--- config.mk ---
export PLATFORM = sky130hd
export DESIGN_NAME = data_consuming_block
export DESIGN_NICKNAME = d
export VERILOG_FILES = /design/src/rtl/dcb_pkg.sv /design/src/rtl/dcb_fifo.sv /design/src/rtl/data_consuming_block.sv
export SDC_FILE = /design/constraint.sdc
export NUM_CORES = 1
export LEC_CHECK = 0
export ABC_CLOCK_PERIOD_IN_PS = 7000
export CAP_MARGIN = 15
export CORE_MARGIN = 5
export CORE_UTILIZATION = 35
export DETAILED_ROUTE_END_ITERATION = 10
export SLEW_MARGIN = 10
export SYNTH_ARGS = -nofsm -noshare
export SYNTH_HDL_FRONTEND = slang
export SYNTH_SLANG_ARGS = --single-unit
--- constraint.sdc ---
create_clock -name clk -period 7 [get_ports clk]
set_input_delay 2.1 -clock clk [delete_from_list [all_inputs] [get_ports clk]]
set_output_delay 2.1 -clock clk [all_outputs]
set_load 0.01 [all_outputs]
--- src/rtl/dcb_pkg.sv ---
// Shared types, widths and saturating-increment helpers for the data consuming block.
package dcb_pkg;

  localparam int DATA_W = 8;
  localparam int SUM_W  = 16;
  localparam int CNT_W  = 16;
  localparam int ERR_W  = 8;

  localparam logic [CNT_W-1:0] CNT_MAX = 16'hFFFF;
  localparam logic [ERR_W-1:0] ERR_MAX = 8'hFF;

  typedef enum logic [0:0] {
    SYNC  = 1'b0,
    TRACK = 1'b1
  } dcb_state_e;

  function automatic logic [CNT_W-1:0] sat_inc_cnt(input logic [CNT_W-1:0] v);
    if (v == CNT_MAX) begin
      return v;
    end else begin
      return v + 16'd1;
    end
  endfunction

  function automatic logic [ERR_W-1:0] sat_inc_err(input logic [ERR_W-1:0] v);
    if (v == ERR_MAX) begin
      return v;
    end else begin
      return v + 8'd1;
    end
  endfunction

endpackage

--- src/rtl/dcb_fifo.sv ---
// Synchronous power-of-two FIFO; exports both the registered level and its next-state value.
module dcb_fifo #(
  parameter int DEPTH  = 4,
  parameter int DATA_W = 8
) (
  input  logic                   clk,
  input  logic                   rst,
  input  logic                   push,
  input  logic                   pop,
  input  logic [DATA_W-1:0]      wdata,
  output logic [DATA_W-1:0]      rdata,
  output logic                   full,
  output logic                   empty,
  output logic [$clog2(DEPTH):0] level,
  output logic [$clog2(DEPTH):0] level_nxt
);

  localparam int AW = $clog2(DEPTH);
  localparam int LW = AW + 1;
  localparam logic [AW-1:0] PTR_ONE  = AW'(1);
  localparam logic [LW-1:0] LVL_ONE  = LW'(1);
  localparam logic [LW-1:0] LVL_FULL = LW'(DEPTH);

  logic [DATA_W-1:0] mem_q [DEPTH];
  logic [DATA_W-1:0] mem_d [DEPTH];
  logic [AW-1:0]     wr_ptr_q, wr_ptr_d;
  logic [AW-1:0]     rd_ptr_q, rd_ptr_d;
  logic [LW-1:0]     level_q, level_d;
  logic              push_s, pop_s;

  assign full      = (level_q == LVL_FULL);
  assign empty     = (level_q == {LW{1'b0}});
  assign push_s    = push && !full;
  assign pop_s     = pop && !empty;
  assign rdata     = mem_q[rd_ptr_q];
  assign level     = level_q;
  assign level_nxt = level_d;

  // Next-state storage, pointers and occupancy.
  always_comb begin
    mem_d    = mem_q;
    wr_ptr_d = wr_ptr_q;
    rd_ptr_d = rd_ptr_q;
    if (push_s) begin
      mem_d[wr_ptr_q] = wdata;
      wr_ptr_d        = wr_ptr_q + PTR_ONE;
    end else begin
      wr_ptr_d = wr_ptr_q;
    end
    if (pop_s) begin
      rd_ptr_d = rd_ptr_q + PTR_ONE;
    end else begin
      rd_ptr_d = rd_ptr_q;
    end
    case ({push_s, pop_s})
      2'b10:   level_d = level_q + LVL_ONE;
      2'b01:   level_d = level_q - LVL_ONE;
      default: level_d = level_q;
    endcase
  end

  // FIFO state registers; reset discards any buffered data.
  always_ff @(posedge clk or negedge rst) begin
    if (!rst) begin
      mem_q    <= '{default: {DATA_W{1'b0}}};
      wr_ptr_q <= {AW{1'b0}};
      rd_ptr_q <= {AW{1'b0}};
      level_q  <= {LW{1'b0}};
    end else begin
      mem_q    <= mem_d;
      wr_ptr_q <= wr_ptr_d;
      rd_ptr_q <= rd_ptr_d;
      level_q  <= level_d;
    end
  end

endmodule

--- src/rtl/data_consuming_block.sv ---
// Byte-stream sink: FIFO, rate-limited drain, checksum and word count.
// Sequence checking (FSM, seq_err, err_count) is built only when DCB_SEQ_CHECK_EN is defined.
module data_consuming_block
  import dcb_pkg::*;
#(
  parameter int DEPTH     = 4,
  parameter int DRAIN_DIV = 3
) (
  input  logic                   clk,
  input  logic                   rst,
  input  logic                   valid_in,
  output logic                   ready_out,
  input  logic [DATA_W-1:0]      data_in,
  input  logic                   drain_en,
  output logic [$clog2(DEPTH):0] fill_level,
  output logic [SUM_W-1:0]       checksum,
  output logic [CNT_W-1:0]       word_count,
  output logic                   seq_err,
  output logic [ERR_W-1:0]       err_count
);

  localparam int LW = $clog2(DEPTH) + 1;
  localparam int TW = (DRAIN_DIV > 1) ? $clog2(DRAIN_DIV) : 1;
  localparam logic [TW-1:0] T_LAST   = TW'(DRAIN_DIV - 1);
  localparam logic [TW-1:0] T_ONE    = TW'(1);
  localparam logic [LW-1:0] LVL_FULL = LW'(DEPTH);

  logic              ready_q, ready_d;
  logic [TW-1:0]     timer_q, timer_d;
  logic [SUM_W-1:0]  checksum_q, checksum_d;
  logic [CNT_W-1:0]  word_count_q, word_count_d;
  logic              push_s, pop_s;
  logic              fifo_full, fifo_empty;
  logic [DATA_W-1:0] pop_byte;
  logic [LW-1:0]     fifo_level, fifo_level_nxt;

  assign push_s = valid_in && ready_q && !fifo_full;

  dcb_fifo #(
    .DEPTH  (DEPTH),
    .DATA_W (DATA_W)
  ) u_fifo (
    .clk       (clk),
    .rst       (rst),
    .push      (push_s),
    .pop       (pop_s),
    .wdata     (data_in),
    .rdata     (pop_byte),
    .full      (fifo_full),
    .empty     (fifo_empty),
    .level     (fifo_level),
    .level_nxt (fifo_level_nxt)
  );

  // Drain timer: advances only while draining a non-empty FIFO, pops on its last count.
  always_comb begin
    timer_d = timer_q;
    pop_s   = 1'b0;
    if (drain_en && !fifo_empty) begin
      if (timer_q == T_LAST) begin
        timer_d = {TW{1'b0}};
        pop_s   = 1'b1;
      end else begin
        timer_d = timer_q + T_ONE;
        pop_s   = 1'b0;
      end
    end else begin
      timer_d = timer_q;
      pop_s   = 1'b0;
    end
  end

  // Accumulators and ready; ready looks at the post-edge level so it never admits a push into a full FIFO.
  always_comb begin
    checksum_d   = checksum_q;
    word_count_d = word_count_q;
    ready_d      = (fifo_level_nxt != LVL_FULL);
    if (pop_s) begin
      checksum_d   = checksum_q + {{(SUM_W-DATA_W){1'b0}}, pop_byte};
      word_count_d = sat_inc_cnt(word_count_q);
    end else begin
      checksum_d   = checksum_q;
      word_count_d = word_count_q;
    end
  end

  // Datapath registers.
  always_ff @(posedge clk or negedge rst) begin
    if (!rst) begin
      ready_q      <= 1'b0;
      timer_q      <= {TW{1'b0}};
      checksum_q   <= {SUM_W{1'b0}};
      word_count_q <= {CNT_W{1'b0}};
    end else begin
      ready_q      <= ready_d;
      timer_q      <= timer_d;
      checksum_q   <= checksum_d;
      word_count_q <= word_count_d;
    end
  end

  assign ready_out  = ready_q;
  assign fill_level = fifo_level;
  assign checksum   = checksum_q;
  assign word_count = word_count_q;

`ifdef DCB_SEQ_CHECK_EN
  dcb_state_e        state_q, state_d;
  logic [DATA_W-1:0] expected_q, expected_d;
  logic              seq_err_q, seq_err_d;
  logic [ERR_W-1:0]  err_count_q, err_count_d;

  // Sequence tracker: the first byte after reset seeds the expectation, later mismatches resync.
  always_comb begin
    state_d     = state_q;
    expected_d  = expected_q;
    seq_err_d   = seq_err_q;
    err_count_d = err_count_q;
    if (pop_s) begin
      expected_d = pop_byte + 8'd1;
      case (state_q)
        SYNC: begin
          state_d = TRACK;
        end
        TRACK: begin
          state_d = TRACK;
          if (pop_byte != expected_q) begin
            seq_err_d   = 1'b1;
            err_count_d = sat_inc_err(err_count_q);
          end else begin
            seq_err_d   = seq_err_q;
            err_count_d = err_count_q;
          end
        end
        default: begin
          state_d = SYNC;
        end
      endcase
    end else begin
      state_d = state_q;
    end
  end

  // Sequence-check registers.
  always_ff @(posedge clk or negedge rst) begin
    if (!rst) begin
      state_q     <= SYNC;
      expected_q  <= {DATA_W{1'b0}};
      seq_err_q   <= 1'b0;
      err_count_q <= {ERR_W{1'b0}};
    end else begin
      state_q     <= state_d;
      expected_q  <= expected_d;
      seq_err_q   <= seq_err_d;
      err_count_q <= err_count_d;
    end
  end

  assign seq_err   = seq_err_q;
  assign err_count = err_count_q;
`else
  assign seq_err   = 1'b0;
  assign err_count = {ERR_W{1'b0}};
`endif

endmodule

; Word level (Yosys, flattened, before mapping)
; Cells that the tools add are included.
[totals]
ff_bits = 74
inputBits = 12
out_inout_bits = 45
wordCells = 50
[classes]
addsub = 7
n_lt_le_gt_ge = 3
n_eq_ne = 6
muxes = 10
bitwise = 3
reduce_logical = 10
[ops]
columns = op, n
row1 = $bwmux 32, 1
row2 = $mux 8, 3
row3 = $add 16x1->16 const B, 1
row4 = $add 16x8->16, 1
row5 = $bmux 8 s2, 1
row6 = $demux 8 s2, 1
row7 = $eq 16x16->1 const B, 1
row8 = $add 2x1->2 const B, 3
row9 = $ge 3x3->1 const B, 2
row10 = $logic_and 1x1->1, 6
row11 = $not 2->3, 2
row12 = $pmux 3 s2, 1
row13 = $eq 2x2->1 const B, 2
row14 = $add 3x1->3 const B, 1
row15 = $eq 3x3->1 const B, 1
row16 = $logic_not 3->1, 1
row17 = $lt 3x1->1 const B, 1
row18 = $ne 3x3->1 const B, 1
row19 = $sub 3x1->3 const B, 1
row20 = $eq 2x1->1 const B, 1
row21 = $logic_not 1->1, 2
row22 = $mux 1, 2
row23 = $mux 2, 1
row24 = $reduce_and 2->1, 1
row25 = $not 1->1, 1

; Longest topological paths before layout
; Gate-level depths: netlist of run 1.
[logic_depth]
ltp_word = 8
depth_mapped = 11
mapped_depth_nobuf = 10

; By module
; From an unflattened synthesis of run 1, not the netlist that was laid out.
[unflattened]
cells_unflattened = 297
area_unflattened_um2 = 3753.6
[modules_own_cells]
columns = mod, instances, cells_each, area_each_um2, seq_area_each_um2
row1 = data_consuming_block, 1, 183, 1969.4, 875.8
row2 = dcb_fifo, 1, 114, 1784.2, 975.9

; Worst setup path after synthesis of run 1
; OpenSTA, ideal clock, no wires.
[synth_path]
path_kind = input-to-reg
startpoint = input port drain_en
endpoint = register ready_q (netlist: ready_out)
setup_time_ps = 124
arrival_time_ps = 3674
required_ps = 6876
slack_ps = 3202
cell_stages = 11
path_buffers = 1
cell_sequence = o31ai_2 -> or2_1 -> buf_6 -> inv_6 -> ha_1 -> inv_1 -> fa_1 -> xor2_1 -> nor2_1 -> xor2_1 -> nand2_1
[synth_via]
elab_chain_cells = 6
elab_cells_between_ends = 7
classes_between = eq/ne: 3 / mux: 2 / reduce/logical: 2
[synth_lines]
columns = element, line_no
row1 = from (decl), data_consuming_block.sv:14  ; input logic drain_en,
row2 = $logic_and 1x1->1 (*), data_consuming_block.sv:59  ; if (drain_en && !fifo_empty) begin
row3 = $mux 1 (*), data_consuming_block.sv:59
row4 = $logic_and 1x1->1 (*), dcb_fifo.sv:34  ; assign pop_s = pop && !empty;
row5 = net u_fifo.pop_s, dcb_fifo.sv:29  ; logic push_s, pop_s;
row6 = $eq 2x1->1 or $eq 2x2->1 (tied branches), dcb_fifo.sv:55  ; case ({push_s, pop_s})
row7 = $pmux 3 s2 (*), dcb_fifo.sv:55
row8 = net fifo_level_nxt[2], data_consuming_block.sv:35  ; logic [LW-1:0] fifo_level, fifo_level_nxt;
row9 = $ne 3x3->1 (*), data_consuming_block.sv:77  ; ready_d = (fifo_level_nxt != LVL_FULL);
row10 = net ready_d, data_consuming_block.sv:28  ; logic ready_q, ready_d;
row11 = to (signal assigned), data_consuming_block.sv:95  ; ready_q <= ready_d;
row12 = to (decl), data_consuming_block.sv:28
; Mark *: on every way through the listed nets, which the timed path passes. The rest lies on a longest branch.
; A chain may end at the register's enable or synchronous reset.

; Worst setup path after layout of run 1
; Same ends and word-level chain as after synthesis.

==> results of run 1 <==
-- through the flow --
stage | power [W] | hold slack, ns | util | cell area, um2
after global placement | 0.00156 | 0.460 | 0.411 | 4240
after detailed placement | 0.00159 | 0.472 | 0.411 | 4240
final | 0.00195 | 0.470 | 0.433 | 4470
after global routing | 0.00209 | 0.511 | 0.433 | 4470
after floorplan | 0.00133 | 0.461 | - | 3720
after CTS | 0.00197 | 0.482 | 0.433 | 4470
-- sequential cells by signal (all words and copies together) (netlist names) --
register	count
checksum	16
ready_out	1
timer_q	2
u_fifo.level	3
u_fifo.mem_q	32
u_fifo.rd_ptr_q	2
u_fifo.wr_ptr_q	2
word_count	16
-- power by group through the flow --
stage / Combinational, W / Clock (W) / Sequential, W
3_3_place_gp: 0.000823 / 0 / 0.000732
3_5_place_dp: 0.000853 / 0 / 0.000739
4_1_cts: 0.000856 / 0.000383 / 0.000734
2_1_floorplan: 0.000631 / 0 / 0.000698
5_1_grt: 0.000938 / 0.000400 / 0.000756
6_report: 0.000851 / 0.000373 / 0.000730
-- worst max-delay path, stage by stage --
cell	delay, ns
clkdlybuf4s50_1	0.47
o31ai_2	0.09
or2_1	0.51
inv_6	0.20
ha_1	0.20
inv_1	0.06
fa_1	0.37
xor2_1	0.15
nor2_1	0.11
xor2_1	0.20
nand2_1	0.07
-- worst max path at each step --
stage	cells after the start	from	to
after detailed placement	11	drain_en	ready_out$_DFF_PN0_
final	11	drain_en	ready_out$_DFF_PN0_
after global placement	11	drain_en	ready_out$_DFF_PN0_
after global routing	11	drain_en	ready_out$_DFF_PN0_
after floorplan	11	drain_en	ready_out$_DFF_PN0_
after CTS	11	drain_en	ready_out$_DFF_PN0_
-- metal layers --
metal  up-vias  GRT usage  wire [um]
met4         0     0.0577        116
met2        47      0.192       3530
li1       1130          -          -
met1      1160      0.153       3350
met3        10     0.0286        306
met5         -          0          0
-- Yosys cell counts, types with 8 or more instances --
library cell / count
nand4_1: 8
buf_4: 9
ha_1: 14
nor2_1: 9
nand2_1: 29
inv_1: 11
xnor2_1: 21
dfrtp_1: 74
mux4_2: 8
xor2_1: 11
mux2_2: 35
o21ai_0: 10
nand3_1: 8
-- logic make-up (layout without fill, tap and decap cells) --
kind of cell / count (synthesis) / after routing / share of synthesized area
mux: 44 / 44 / 0.158
simple gates: 76 / 76 / 0.110
buf+inv: 30 / 75 / 0.0451
fa+ha+maj: 16 / 16 / 0.0583
flops: 74 / 74 / 0.502
xor+xnor: 32 / 32 / 0.0760
other cells: 1 / 9 / 0.00102
compound gates: 30 / 30 / 0.0498
-- layout by cell type (no fill, tap or decap), types with 3 or more instances in the layout --
master / n
dfrtp_1: 74
and3_1: 4
nor2_1: 9
nand3_1: 8
and2_1: 4
clkdlybuf4s50_1: 46
conb_1: 9
and4_1: 3
a21oi_1: 7
a21o_1: 4
nand4_1: 8
nand2_1: 29
xor2_1: 11
mux2_2: 35
mux4_2: 8
o21ai_0: 10
nand2b_1: 3
xnor2_1: 21
inv_1: 11
ha_1: 14
clkbuf_8: 9
a31oi_1: 4
-- area by class of cell --
class                           count  area, um2  share of cell area
Clock buffer                        9        124              0.0277
Clock inverter                      7        101              0.0227
Inverter                           12       50.0              0.0112
Multi-Input combinational cell    207       1700               0.381
Sequential cell                    74       1850               0.415
Tap cell                          136        170              0.0381
Timing Repair Buffer               47        468               0.105
==> impl_metrics.py, run 1 <==
metrics = {
    "synth": {
        "synthCells": 303,
        "yosys_warnings": 0,
        "seq_area_frac_synth": 0.502,
        "yosysUniqueCellTypes": 38,
        "synthArstFlopShare": 1.00,
        "synth-edff-count": 0,
        "synth_top_cell_by_area": "dfrtp_1",
        "synth_flop_cell": "dfrtp_1",
        "ys_ff_latch": 74,
        "avgSynthCellArea_um2": 12.2,
        "syn_area_um2": 3690,
        "yosysTopAreaCellShare": 0.502,
        "synthTopCellsByArea": "dfrtp_1 50%, mux2_2 11%, xnor2_1 5.0%",
    },
    "power_and_ir_drop": {
        "pwr-share-comb": 0.435,
        "p_leak_nw": 1.93,
        "intPower_w": 0.00125,
        "sequentialPowerShare": 0.374,
        "p_sw_frac": 0.363,
        "p_clk_frac": 0.191,
        "powerDensity_nw_per_um2": 437,
        "ir_drop_mv": 0.124,
        "netSwitchingPower_w": 0.000709,
    },
    "clock_network": {
        "htree_levels": 3,
        "clk_latency_ns": 0.35,
        "clkTransAtPathRegs_ns": 0.08,
        "cts_buffer_depth": 2,
        "cts_tree": "built",
        "cts_setup_buffers": 0,
        "cts_hold_buffers": 0,
        "cts_resized": 0,
        "numCtsBuffers": 9,
        "clkSinkCount": 74,
        "cts_root_buf": "clkbuf_8",
    },
    "critical_path": {
        "r2r_start": "u_fifo.rd_ptr_q[0]$_DFFE_PN0P_",
        "critPathKind": "in2reg",
        "cp.required_ns": 7.24,
        "cp-start-kind": "input pin",
        "cp.arrival_ns": 4.54,
        "endpoint_kind": "flip-flop",
        "worstPathMaxFanout": 19,
        "rrSetupSlack_ns": 3.93,
        "reg2reg_depth": 9,
        "worstReg2RegEnd": "checksum[12]$_DFFE_PN0P_",
    },
    "timing": {
        "tightest_slew_ns": 0.928,
        "fin_ws_ns": 2.69,
        "grt_setup_unrepaired": "no",
        "fmax_mhz": 232,
        "hold_violations": 0,
        "finalSetupTns_ns": 0,
        "skew_ns": 0.0153,
        "setup_viol": 0,
        "fin_crit_sh": 0.615,
        "slew_violations": 0,
        "period_minus_slack_ns": 4.31,
        "max_slew_margin": 0.381,
    },
    "placed_design": {
        "port_buffers": 47,
        "dp_hpwl_um": 5140,
        "post-place-cells": 476,
        "place_congestion": 0.783,
        "pre_cts_slack_ns": 2.30,
    },
    "floorplan": {
        "initial_core_util": 0.357,
        "die_y_um": 113,
        "core_area_um2": 10300,
        "die-area_um2": 12700,
        "num_rows": 37,
        "io_pins": 57,
        "chipWidth_um": 113,
    },
    "cells_and_area": {
        "areaGrowthSynthToFinish_pct": 21.1,
        "drive_gt1_frac": 0.183,
        "final_cells": 492,
        "final_nets": 379,
        "nFillCells": 951,
        "diodes": 0,
    },
    "routing": {
        "drcViolationCount": 0,
        "drt_iter0_drc": 113,
        "viasPerCell": 4.77,
        "drt-wirelength-per-cell_um": 14.8,
        "vias": 2347,
        "dr.pass1.iters": 4,
        "drtAntennaViolNets": 0,
        "totalWireLength_um": 7310,
    },
    "grt": {
        "grt_max_degree": 75,
        "grtUsageTotal": 0.120,
        "grt_pass1_wl_um": 12100,
        "first_global_vias": 2460,
        "gr-total-overflow": 0,
        "antenna_found_initial": 0,
    },
    "hold_path": {
        "holdPathEnd": "checksum[15]$_DFFE_PN0P_",
        "holdPathStages": 1,
        "min_from": "checksum[15]$_DFFE_PN0P_",
        "hold_path_class": "reg2reg",
    },
    "status": {
        "status": "completed",
    },
    "flow_run": {
        "cap_viol_max_count": 0,
    },
}
Note: power is estimated with default switching activity, not from simulation.
==> inputs of run 2 (changes only) <==
Settings changed: ABC_CLOCK_PERIOD_IN_PS 7000 to 3830.
Clock period 7 ns to 3.83 ns, I/O delays scaled along.
==> run 2 against run 1 <==
Via count grew 1.9%. Critical path depth is the same. Sequential power grew 79%. Final cell count grew 0.41%. Sequential share of layout area grew 0.093 points. Power grew 78%. Worst hold slack gained 0.0056 ns. Clock skew shrank 0.0038 ns. Die area is the same. Largest cell class unchanged. Largest power group unchanged. Highest routed layer unchanged.
==> impl_metrics.py, run 2 (synthesized netlist as in run 1, its figures left out) <==
metrics = {
    "status": {
        "status": "completed",
    },
    "power_and_ir_drop": {
        "p_sw_frac": 0.363,
        "powerDensity_nw_per_um2": 782,
        "intPower_w": 0.00222,
        "netSwitchingPower_w": 0.00127,
        "p_leak_nw": 1.94,
        "ir_drop_mv": 0.295,
        "p_clk_frac": 0.169,
        "pwr-share-comb": 0.455,
        "sequentialPowerShare": 0.376,
    },
    "cells_and_area": {
        "multiInputGateArea_um2": 1700,
        "seq_area_um2": 1850,
        "diodes": 0,
        "final_cells": 494,
        "largest_reg_flops": 32,
        "areaGrowthSynthToFinish_pct": 20.8,
        "nFillCells": 967,
        "drive_gt1_frac": 0.187,
        "final_nets": 382,
        "regMostFlops": "u_fifo.mem_q",
        "final_common_cell": "dfrtp_1",
        "final_cell_mix": "74 x dfrtp_1, 46 x clkdlybuf4s50_1, 35 x mux2_2",
    },
    "clock_network": {
        "cts_tree": "built",
        "cts_buffer_depth": 2,
        "clk_latency_ns": 0.34,
        "htree_levels": 3,
        "cts_resized": 0,
        "cts_hold_buffers": 0,
        "cts_root_buf": "clkbuf_8",
        "clkTransAtPathRegs_ns": 0.08,
        "clkSinkCount": 74,
        "numCtsBuffers": 9,
        "cts_setup_buffers": 0,
    },
    "floorplan": {
        "initial_core_util": 0.357,
        "io_pins": 57,
        "die_y_um": 113,
        "chipWidth_um": 113,
        "core_area_um2": 10300,
        "num_rows": 37,
        "die-area_um2": 12700,
    },
    "routing": {
        "dr.pass1.iters": 4,
        "drtAntennaViolNets": 0,
        "totalWireLength_um": 7210,
        "viasPerCell": 4.84,
        "drt-wirelength-per-cell_um": 14.6,
        "vias": 2391,
        "drcViolationCount": 0,
        "drt_iter0_drc": 42,
    },
    "timing": {
        "fmax_mhz": 328,
        "fin_crit_sh": 0.796,
        "grt_setup_unrepaired": "no",
        "tightest_slew_ns": 0.918,
        "skew_ns": 0.0115,
        "hold_violations": 0,
        "slew_violations": 0,
        "max_slew_margin": 0.388,
        "setup_viol": 0,
        "finalSetupTns_ns": 0,
        "period_minus_slack_ns": 3.05,
    },
    "hold_path": {
        "hold_path_class": "reg2reg",
    },
    "critical_path": {
        "worstPathMaxFanout": 8,
        "cp-start-kind": "input pin",
        "endpoint_kind": "flip-flop",
        "cp.required_ns": 4.06,
        "cp.arrival_ns": 3.27,
        "critPathKind": "in2reg",
    },
    "grt": {
        "gr-total-overflow": 0,
        "grt_max_degree": 75,
        "first_global_vias": 2618,
        "grt_pass1_wl_um": 12700,
        "antenna_found_initial": 0,
        "grtUsageTotal": 0.123,
    },
    "placed_design": {
        "dp_hpwl_um": 5300,
        "place_congestion": 0.771,
        "port_buffers": 47,
        "post-place-cells": 479,
    },
    "flow_run": {
        "cap_viol_max_count": 0,
    },
}
[run 2: power groups by stage]
stage	clock network, W	logic [W]	registers, W
3_5_place_dp	0	0.00159	0.00134
5_1_grt	0.000653	0.00178	0.00136
4_1_cts	0.000613	0.00161	0.00132
2_1_floorplan	0	0.00115	0.00128
3_3_place_gp	0	0.00154	0.00132
6_report	0.000589	0.00159	0.00131
[run 2: stage by stage]
step | cell area [um2] | worst slack (ns) | hold slack, ns | power [W] | utilization
2_1_floorplan | 3720 | 0.983 | 0.461 | 0.00243 | -
3_3_place_gp | 4260 | 0.458 | 0.460 | 0.00286 | 0.413
3_5_place_dp | 4260 | 0.402 | 0.469 | 0.00293 | 0.413
4_1_cts | 4460 | 0.770 | 0.479 | 0.00354 | 0.432
5_1_grt | 4460 | 0.583 | 0.498 | 0.00379 | 0.432
6_report | 4460 | 0.783 | 0.476 | 0.00349 | 0.432
[run 2: area by class of cell]
cell class / instances / area share
clock buffers: 9 / 0.0278
clock inverters: 6 / 0.0154
inverters: 12 / 0.0112
multi-input cells: 207 / 0.382
flip-flops and latches: 74 / 0.415
well taps: 136 / 0.0382
repair buffers: 50 / 0.110
[run 2: final timing paths]
path                                                start                            to  slack, ns  depth (start not counted)
min in group asynchronous                             rst  u_fifo.mem_q[26]$_DFFE_PN0P_       0.93                          1
max in group asynchronous                             rst       checksum[4]$_DFFE_PN0P_       2.29                          1
hold / removal                   checksum[15]$_DFFE_PN0P_      checksum[15]$_DFFE_PN0P_       0.48                          1
setup reg to reg           u_fifo.rd_ptr_q[0]$_DFFE_PN0P_      checksum[12]$_DFFE_PN0P_       0.80                         10
setup / recovery                                 drain_en           ready_out$_DFF_PN0_       0.78                         11
hold reg to reg                  checksum[15]$_DFFE_PN0P_      checksum[15]$_DFFE_PN0P_       0.48                          1
[run 2: routing by layer]
metal,part of all wire,global-route usage,vias to the layer above
li1,-,-,1139
met2,0.51,0.207,34
met5,0,0,-
met4,0.011,0.0481,0
met3,0.039,0.0345,4
met1,0.44,0.149,1214
[run 2: worst max-delay path: stages]
cell	delay (ns)
clkdlybuf4s50_1	0.47
o31ai_2	0.09
or2_1	0.30
inv_6	0.12
ha_1	0.20
inv_1	0.06
fa_1	0.37
xor2_1	0.15
nor2_1	0.12
xor2_1	0.19
nand2_1	0.06
==> inputs of run 3 (changes only) <==
Settings changed: ABC_CLOCK_PERIOD_IN_PS 3830 to 2950.
Clock period 3.83 ns to 2.95 ns, I/O delays scaled along.
==> run 3 against run 2 <==
Cell area rose by 2.8%. Non-clock buffer count is 12 higher. Worst setup slack worse by 0.59 ns. Global-route usage is 0.24 points lower. Critical path type is now reg2reg. Critical endpoint is now checksum[13]$_DFFE_PN0P_.
==> impl_metrics.py, run 3 (synthesized netlist as in run 1, its figures left out) <==
metrics = {
    "status": {
        "status": "completed",
    },
    "clock_network": {
        "clk_latency_ns": 0.35,
        "htree_levels": 3,
        "cts_root_buf": "clkbuf_8",
        "cts_tree": "built",
        "cts_resized": 0,
        "cts_hold_buffers": 0,
        "clkTransAtPathRegs_ns": 0.08,
        "cts_buffer_depth": 2,
        "cts_setup_buffers": 0,
        "clkSinkCount": 74,
        "numCtsBuffers": 9,
    },
    "grt": {
        "first_global_vias": 2413,
        "gr-total-overflow": 0,
        "grtUsageTotal": 0.120,
        "grt_pass1_wl_um": 12200,
        "antenna_found_initial": 0,
        "grt_max_degree": 75,
    },
    "floorplan": {
        "io_pins": 57,
        "chipWidth_um": 113,
        "die_y_um": 113,
        "initial_core_util": 0.357,
        "core_area_um2": 10300,
        "die-area_um2": 12700,
        "num_rows": 37,
    },
    "routing": {
        "drtAntennaViolNets": 0,
        "drcViolationCount": 0,
        "dr.pass1.iters": 4,
        "vias": 2402,
        "drt-wirelength-per-cell_um": 14.2,
        "viasPerCell": 4.74,
        "totalWireLength_um": 7210,
        "drt_iter0_drc": 79,
    },
    "flow_run": {
        "cap_viol_max_count": 0,
    },
    "power_and_ir_drop": {
        "powerDensity_nw_per_um2": 1030,
        "p_sw_frac": 0.353,
        "intPower_w": 0.00304,
        "pwr-share-comb": 0.450,
        "p_leak_nw": 2.01,
        "netSwitchingPower_w": 0.00166,
        "p_clk_frac": 0.193,
        "sequentialPowerShare": 0.357,
        "ir_drop_mv": 0.342,
    },
    "placed_design": {
        "place_area_um2": 4350,
        "dp_hpwl_um": 5090,
        "place_congestion": 0.786,
        "port_buffers": 47,
        "post-place-cells": 491,
    },
    "cells_and_area": {
        "final_cells": 507,
        "largest_reg_flops": 32,
        "areaGrowthSynthToFinish_pct": 24.1,
        "final_common_cell": "dfrtp_1",
        "fin_area_um2": 4580,
        "regMostFlops": "u_fifo.mem_q",
        "nFillCells": 931,
        "diodes": 0,
        "final_nets": 394,
        "drive_gt1_frac": 0.213,
        "final_cell_mix": "74 x dfrtp_1, 46 x clkdlybuf4s50_1, 35 x mux2_2",
    },
    "timing": {
        "fin_crit_sh": 0.935,
        "fmax_mhz": 362,
        "fin_hold_ws_ns": 0.473,
        "period_minus_slack_ns": 2.76,
        "max_slew_margin": 0.385,
        "slew_violations": 0,
        "grt_setup_unrepaired": "no",
        "tightest_slew_ns": 0.922,
        "hold_violations": 0,
        "skew_ns": 0.00977,
        "setup_viol": 0,
    },
    "critical_path": {
        "worstPathMaxFanout": 6,
        "worstPathCellList": "buf_4 > mux4_2 > ha_1 > a211oi_1 > o211ai_1 > a31oi_1 > nor3_1 > xor2_1",
        "cp-start-kind": "flip-flop",
        "critPathKind": "reg2reg",
        "slowest_stage": "mux4_2",
        "endpoint_kind": "flip-flop",
        "worst_path_largest_cell_delay_ns": 0.54,
        "cp.required_ns": 3.18,
        "cp.arrival_ns": 2.99,
    },
    "hold_path": {
        "hold_path_class": "reg2reg",
    },
}
==> run 3: final timing paths <==
check / from / to / slack [ns] / cells after the start
worst max-delay path: u_fifo.rd_ptr_q[0]$_DFFE_PN0P_ / checksum[13]$_DFFE_PN0P_ / 0.19 / 8
max in group asynchronous: rst / word_count[7]$_DFFE_PN0P_ / 1.69 / 1
worst min register to register: checksum[15]$_DFFE_PN0P_ / checksum[15]$_DFFE_PN0P_ / 0.47 / 1
worst max register to register: u_fifo.rd_ptr_q[0]$_DFFE_PN0P_ / checksum[13]$_DFFE_PN0P_ / 0.19 / 8
min in group asynchronous: rst / u_fifo.mem_q[26]$_DFFE_PN0P_ / 0.67 / 1
worst min-delay path: checksum[15]$_DFFE_PN0P_ / checksum[15]$_DFFE_PN0P_ / 0.47 / 1
==> run 3: critical path, delay by kind of cell (launching register included) <==
| kind | cells | cell delay, ns |
|---|---|---|
| buf+inv | 1 | 0.19 |
| simple gates | 1 | 0.13 |
| flops | 1 | 0.39 |
| fa+ha+maj | 1 | 0.30 |
| xor+xnor | 1 | 0.16 |
| mux | 1 | 0.54 |
| compound gates | 3 | 0.91 |
==> run 3: per-stage QoR <==
stage	setup WS [ns]	total power, W	TNS (ns)	utilization
5_1_grt	0.0232	0.00509	0	0.444
3_3_place_gp	-0.0363	0.00378	-0.0363	0.422
3_5_place_dp	-0.113	0.00384	-0.127	0.422
6_report	0.191	0.00470	0	0.444
2_1_floorplan	0.333	0.00315	0	-
4_1_cts	0.193	0.00476	0	0.444
==> run 3: routing by layer <==
metal,up-vias,wire (um),GRT usage
met3,8,312,0.0334
met2,44,3410,0.190
met4,0,95,0.0433
met5,-,0,0
met1,1182,3400,0.159
li1,1168,-,-
==> run 3: cell type report <==
class | instances | area (um2) | area share
clock inverters | 5 | 85.1 | 0.0186
clock buffers | 11 | 141 | 0.0309
repair buffers | 62 | 581 | 0.127
multi-input cells | 207 | 1700 | 0.371
inverters | 12 | 50.0 | 0.0109
flip-flops and latches | 74 | 1850 | 0.404
well taps | 136 | 170 | 0.0371
==> run 3: power groups by stage <==
stage | Sequential, W | Combinational (W) | Clock [W]
floorplan | 0.00166 | 0.00150 | 0
global placement | 0.00169 | 0.00209 | 0
detailed placement | 0.00170 | 0.00214 | 0
CTS | 0.00169 | 0.00214 | 0.000929
global route | 0.00174 | 0.00237 | 0.000972
finish | 0.00168 | 0.00212 | 0.000907
